==> src/rtl/branch_resolve_bht_if.sv <==
// ID-side branch bus: fetch lookup, ID operands/instruction, registered resolution and statistics.
interface branch_resolve_bht_if #(
  parameter int unsigned WIDTH  = 32,
  parameter int unsigned STAT_W = 16
);
  logic [31:0]       if_pc;
  logic              if_pred_taken;
  logic              id_valid;
  logic [31:0]       id_pc;
  logic [31:0]       id_instr;
  logic              id_jump;
  logic              id_pred_taken;
  logic [WIDTH-1:0]  op_a;
  logic [WIDTH-1:0]  op_b;
  logic              stat_clr;
  logic              res_valid;
  logic              res_taken;
  logic              res_mispredict;
  logic [31:0]       res_pc;
  logic [STAT_W-1:0] stat_branches;
  logic [STAT_W-1:0] stat_mispredicts;

  modport master (
    output if_pc, id_valid, id_pc, id_instr, id_jump, id_pred_taken, op_a, op_b, stat_clr,
    input  if_pred_taken, res_valid, res_taken, res_mispredict, res_pc,
           stat_branches, stat_mispredicts
  );

  modport slave (
    input  if_pc, id_valid, id_pc, id_instr, id_jump, id_pred_taken, op_a, op_b, stat_clr,
    output if_pred_taken, res_valid, res_taken, res_mispredict, res_pc,
           stat_branches, stat_mispredicts
  );
endinterface

==> src/rtl/branch_resolve_bht.sv <==
// MIPS conditional branch/jump resolver with a 2-bit saturating-counter prediction table
// and saturating branch/mispredict statistics.
module branch_resolve_bht #(
  parameter int unsigned WIDTH     = 32,
  parameter int unsigned BHT_DEPTH = 64,
  parameter int unsigned IDX_LSB   = 2,
  parameter int unsigned STAT_W    = 16
) (
  input logic                clk,
  input logic                rst_n,
  branch_resolve_bht_if.slave bus
);
  localparam int unsigned IW = $clog2(BHT_DEPTH);

  logic [1:0]        bht_q [BHT_DEPTH];
  logic              res_valid_q, res_taken_q, res_mispredict_q;
  logic [31:0]       res_pc_q;
  logic [STAT_W-1:0] br_cnt_q, mp_cnt_q;

  logic [5:0]    opcode;
  logic [4:0]    rt;
  logic          sign, zero, eq;
  logic          is_br, cond, act, taken, mispredict;
  logic [IW-1:0] upd_idx;
  logic          unused_bits;

  assign opcode  = bus.id_instr[31:26];
  assign rt      = bus.id_instr[20:16];
  assign sign    = bus.op_a[WIDTH-1];
  assign zero    = (bus.op_a == '0);
  assign eq      = (bus.op_a == bus.op_b);
  assign upd_idx = bus.id_pc[IDX_LSB +: IW];
  // Only a slice of each PC and instruction word is decoded.
  assign unused_bits = ^{bus.id_instr, bus.if_pc, bus.id_pc};

  always_comb begin
    is_br = 1'b0;
    cond  = 1'b0;
    unique case (opcode)
      6'b000001: begin
        unique case (rt)
          5'b00000, 5'b10000: begin is_br = 1'b1; cond = sign;  end
          5'b00001, 5'b10001: begin is_br = 1'b1; cond = !sign; end
          default: ;
        endcase
      end
      6'b000100: begin is_br = 1'b1; cond = eq;               end
      6'b000101: begin is_br = 1'b1; cond = !eq;              end
      6'b000110: begin is_br = 1'b1; cond = sign || zero;     end
      6'b000111: begin is_br = 1'b1; cond = !sign && !zero;   end
      default: ;
    endcase
  end

  assign act        = bus.id_valid && (is_br || bus.id_jump);
  assign taken      = cond || bus.id_jump;
  assign mispredict = taken != bus.id_pred_taken;

  // Lookup reads the table state before this edge's update.
  assign bus.if_pred_taken = bht_q[bus.if_pc[IDX_LSB +: IW]][1];

  always_ff @(posedge clk or negedge rst_n) begin
    if (!rst_n) begin
      for (int unsigned i = 0; i < BHT_DEPTH; i++) bht_q[i] <= 2'b01;
    end else if (bus.id_valid && is_br) begin
      if (cond && bht_q[upd_idx] != 2'b11)
        bht_q[upd_idx] <= bht_q[upd_idx] + 2'b01;
      else if (!cond && bht_q[upd_idx] != 2'b00)
        bht_q[upd_idx] <= bht_q[upd_idx] - 2'b01;
    end
  end

  always_ff @(posedge clk or negedge rst_n) begin
    if (!rst_n) begin
      res_valid_q      <= 1'b0;
      res_taken_q      <= 1'b0;
      res_mispredict_q <= 1'b0;
      res_pc_q         <= '0;
    end else begin
      res_valid_q      <= act;
      res_taken_q      <= act && taken;
      res_mispredict_q <= act && mispredict;
      if (act) res_pc_q <= bus.id_pc;
    end
  end

  always_ff @(posedge clk or negedge rst_n) begin
    if (!rst_n) begin
      br_cnt_q <= '0;
      mp_cnt_q <= '0;
    end else if (bus.stat_clr) begin
      br_cnt_q <= '0;
      mp_cnt_q <= '0;
    end else begin
      if (bus.id_valid && is_br && br_cnt_q != '1) br_cnt_q <= br_cnt_q + 1'b1;
      if (act && mispredict && mp_cnt_q != '1)     mp_cnt_q <= mp_cnt_q + 1'b1;
    end
  end

  assign bus.res_valid        = res_valid_q;
  assign bus.res_taken        = res_taken_q;
  assign bus.res_mispredict   = res_mispredict_q;
  assign bus.res_pc           = res_pc_q;
  assign bus.stat_branches    = br_cnt_q;
  assign bus.stat_mispredicts = mp_cnt_q;
endmodule

==> src/flat_wrapper.sv <==
// flat-port wrapper written by rule: the top's interface ports become plain ports
module branch_resolve_bht_flat 
#(
  parameter int unsigned WIDTH     = 32,
  parameter int unsigned BHT_DEPTH = 64,
  parameter int unsigned IDX_LSB   = 2,
  parameter int unsigned STAT_W    = 16
)
  (clk, rst_n, bus_if_pc, bus_id_valid, bus_id_pc, bus_id_instr, bus_id_jump, bus_id_pred_taken, bus_op_a, bus_op_b, bus_stat_clr, bus_if_pred_taken, bus_res_valid, bus_res_taken, bus_res_mispredict, bus_res_pc, bus_stat_branches, bus_stat_mispredicts);
  branch_resolve_bht_if #(.WIDTH(WIDTH), .STAT_W(STAT_W)) bus_i ();
  input logic clk;
  input logic rst_n;
  input wire logic [$bits(bus_i.if_pc)-1:0] bus_if_pc;
  input wire logic [$bits(bus_i.id_valid)-1:0] bus_id_valid;
  input wire logic [$bits(bus_i.id_pc)-1:0] bus_id_pc;
  input wire logic [$bits(bus_i.id_instr)-1:0] bus_id_instr;
  input wire logic [$bits(bus_i.id_jump)-1:0] bus_id_jump;
  input wire logic [$bits(bus_i.id_pred_taken)-1:0] bus_id_pred_taken;
  input wire logic [$bits(bus_i.op_a)-1:0] bus_op_a;
  input wire logic [$bits(bus_i.op_b)-1:0] bus_op_b;
  input wire logic [$bits(bus_i.stat_clr)-1:0] bus_stat_clr;
  output wire logic [$bits(bus_i.if_pred_taken)-1:0] bus_if_pred_taken;
  output wire logic [$bits(bus_i.res_valid)-1:0] bus_res_valid;
  output wire logic [$bits(bus_i.res_taken)-1:0] bus_res_taken;
  output wire logic [$bits(bus_i.res_mispredict)-1:0] bus_res_mispredict;
  output wire logic [$bits(bus_i.res_pc)-1:0] bus_res_pc;
  output wire logic [$bits(bus_i.stat_branches)-1:0] bus_stat_branches;
  output wire logic [$bits(bus_i.stat_mispredicts)-1:0] bus_stat_mispredicts;
  assign bus_i.if_pc = bus_if_pc;
  assign bus_i.id_valid = bus_id_valid;
  assign bus_i.id_pc = bus_id_pc;
  assign bus_i.id_instr = bus_id_instr;
  assign bus_i.id_jump = bus_id_jump;
  assign bus_i.id_pred_taken = bus_id_pred_taken;
  assign bus_i.op_a = bus_op_a;
  assign bus_i.op_b = bus_op_b;
  assign bus_i.stat_clr = bus_stat_clr;
  assign bus_if_pred_taken = bus_i.if_pred_taken;
  assign bus_res_valid = bus_i.res_valid;
  assign bus_res_taken = bus_i.res_taken;
  assign bus_res_mispredict = bus_i.res_mispredict;
  assign bus_res_pc = bus_i.res_pc;
  assign bus_stat_branches = bus_i.stat_branches;
  assign bus_stat_mispredicts = bus_i.stat_mispredicts;
  branch_resolve_bht #(.WIDTH(WIDTH), .BHT_DEPTH(BHT_DEPTH), .IDX_LSB(IDX_LSB), .STAT_W(STAT_W)) u_core (.clk(clk), .rst_n(rst_n), .bus(bus_i));
endmodule
==> config.mk <==
export PLATFORM = sky130hd
export DESIGN_NAME = branch_resolve_bht_flat
export DESIGN_NICKNAME = d
export VERILOG_FILES = /design/src/rtl/branch_resolve_bht_if.sv /design/src/rtl/branch_resolve_bht.sv /design/src/flat_wrapper.sv
export SDC_FILE = /design/constraint.sdc
export NUM_CORES = 1
export LEC_CHECK = 0
export ABC_AREA = 1
export CAP_MARGIN = 40
export CORE_MARGIN = 3
export CORE_UTILIZATION = 36
export CTS_CLUSTER_DIAMETER = 50
export DETAILED_ROUTE_END_ITERATION = 10
export PLACE_DENSITY = 0.69
export SYNTH_ARGS = -nofsm -noshare
export SYNTH_HDL_FRONTEND = slang
export SYNTH_SLANG_ARGS = --single-unit
export TNS_END_PERCENT = 5
==> constraint.sdc <==
create_clock -name clk -period 2.86 [get_ports clk]
set_input_delay 0.572 -clock clk [delete_from_list [all_inputs] [get_ports clk]]
set_output_delay 0.572 -clock clk [all_outputs]
set_load 0.02 [all_outputs]
==> results of run 1 <==
cells in the mapped netlist, drive strengths merged, types with 6 or more instances:
cell    count
dfstp      64
nand2     422
nand3     216
nor3       16
nor2      170
o22ai      45
a221oi      6
nand4      31
o21ai     191
a21oi      13
xor2       12
clkbuf     29
inv       161
a22oi      10
buf        46
xnor2      29
dfrtp     131
o31ai       6
worst max-delay path, cell delays in order:
cell and delay, ps:
buf_6 130, buf_6 140, nand3_4 100, buf_12 130, clkinvlp_4 180, buf_4 190, buf_4 120, nand2_1 40
nand4_1 120, nand2_1 110, nand2_2 70, nor2_4 110, nand3_4 90, ha_4 180, buf_6 110, a21oi_4 220
buf_6 210, nand3_1 120, nand2_1 110, inv_1 50, o21ai_1 140
worst min path at each step:
stage | start | endpoint | slack (ps)
floorplan | rst_n | u_core.bht_q[101] | 280
global placement | u_core.bus.res_pc[17] | u_core.bus.res_pc[17] | 450
detailed placement | u_core.bus.res_pc[12] | u_core.bus.res_pc[12] | 460
CTS | rst_n | u_core.bht_q[115] | 130
global route | rst_n | u_core.bht_q[115] | 140
finish | rst_n | u_core.bht_q[115] | 110
routing by layer:
metal  global-route usage  wire length, um  vias to the layer above
met4              0.08043             1229                        0
met1               0.3258            17540                     5916
li1                     -                -                     5951
met3              0.06488             4414                      111
met5                    0                0                        -
met2               0.3693            18500                      676
cells by family (layout without fill, tap and decap cells):
kind of cell,Yosys count,after routing,share of synthesized area
AOI/OAI and AO/OA,282,282,0.1360
DFF,195,195,0.4261
buffers and inverters,236,528,0.08149
and+or+nand+nor,867,868,0.3212
adders and majority gates,4,4,0.004300
xor gates and xnor gates,41,41,0.03085
power by group:
group          switching [uW]  internal (uW)  leakage [uW]  total (uW)
combinational             932            719       0.00421        1650
clock                    1140           1350      0.000286        2490
sequential               46.8           2850       0.00244        2890
timing repair:
action	4_1_cts	5_1_grt
buffers inserted	21	8
gates resized for setup	87	59
pin swaps	21	29
endpoints found under the setup margin	129	129
gates cloned	8	1
area by class of cell:
cell class,instances,area share
tap,402,0.03069
clock inverter,10,0.007558
timing repair buffer,336,0.2169
multi-input combinational,1195,0.3748
clock buffer,21,0.02810
inverter,161,0.03932
sequential,195,0.3026
through the flow:
step                      cells  power, uW  hold WS (ps)  area [sq um]  setup WS, ps
after detailed placement   2252       4338         459.0         14850        -961.2
after floorplan            1625       3593         276.4         11810        -7.846
after global routing       2320       7283         143.6         16390        -129.9
final                      2320       7032         111.2         16390        -54.19
after CTS                  2312       7002         126.4         16110        -137.0
after global placement     2252       4320         454.1         14850        -882.9
==> impl_metrics.toml, run 1 <==
[run_status]
status = "finished, violations left"
violations = "negative setup slack"

[synth]
synth_nets = 1795
netlist.area_leader.share = 0.2817
synth-seq-cells = 195
synth_flop_cell = "dfrtp_1"
ys_seq_area_frac = 0.4261
synth_area_sq_mm = 0.01164
syn_area_per_cell_sq_um = 7.162
synthArstFlopShare = 1.000
synth.top_cells.by_area = "dfrtp_1 (28%), dfstp_2 (14%), nand2_1 (14%)"
yosysTopAreaCell = "dfrtp_1"
yosys_warnings = 0
synth_cell_types = 46
netlist_instances = 1625
synth_edf_count = 0

[flow_run]
cap_viol_max_count = 0

[grt]
antenna_found_initial = 0
grt_max_degree = 65
grt-ovfl-total = 0
gr-usage-all-layers = 0.2391
grt_pass1_wl_um = 65530
grt_pass1_vias = 12260

[setup_path]
crit_fanout = 7
reg2reg_slack_ps = 120
ff2ff_path_depth = 17
cp.required_ps = 3220
startpoint_type = "input pin"
arrival_ps = 3280
critPathCaptureType = "flip-flop"
cp-endpoint = "u_core.bht_q[119]"
path_class = "input pin to flip-flop"
cp-startpoint = "bus_id_pc[4]"

[floorplan]
core_area_sq_mm = 0.03172
ios = 234
die_w_um = 185.8
die_h_um = 185.8
initial_core_util = 0.3669
die-area_sq_mm = 0.03452
fp-row-count = 65

[place]
globalplace.congestion = 0.9599
hpwl_um = 27730
io_buffers = 185

[pwr]
leakagePower_uw = 0.006933
vdd_drop_max_v = 0.0004786
powerDensity_mw_per_mm2 = 429.1

[routing]
drc = 0
num_vias = 12650
final_antenna_net_count = 0
drtIter0Drc = 1291
wl_per_cell_um = 17.97
routed_via_density = 5.454
drt-total-wl_um = 41680
drtPass1Iterations = 8

[sta]
timing.final.ws_setup_ps = -54.19
max_slew_margin = 0.4353
clock.fmax_mhz = 343.1
skew_ps = 14.04
layout_min_cycle_time_ps = 2914
finalCritPeriodShare = 1.019
drv_slew = 0
rsz0062_at_grt = "true"
worst_pin_slew_ps = 847.0
setup_violations = 14
setup_tns_ps = -148.9
hold_violations = 0

[layout]
fin_nets = 2076
multi_input_area_sq_mm = 0.006142
final-seq-area_sq_mm = 0.004960
final_core_util = 0.5167
syn_to_final_growth_pct = 40.81
most-common-layout-cells = "nand2_1 (413), nand3_1 (186), clkdlybuf4s50_1 (178)"
num_antenna_cells = 0
drive_gt1_frac = 0.1783
fill_cells = 2962
final_common_cell = "nand2_1"

[clock_tree]
cts-hold-fix-buffers = 0
path_clk_slew_ps = 80
cts_buffers = 17
clock_latency_ps = 450
htreeDepth = 4
clockBufferDepth = 2
cts_tree = "built"
clkSinkCount = 195
cts-root-buf = "clkbuf_16"

[hold_path]
hp-class = "input pin to async pin"
No activity file was read; power rests on OpenSTA's default activity.
==> run 2, diff against run 1 <==
Settings changed: ABC_CLOCK_PERIOD_IN_PS set to 2860, HOLD_SLACK_MARGIN set to 0.02.
==> results of run 2 <==
Same layout as run 1: the final DEF is identical, and so are final timing and power.
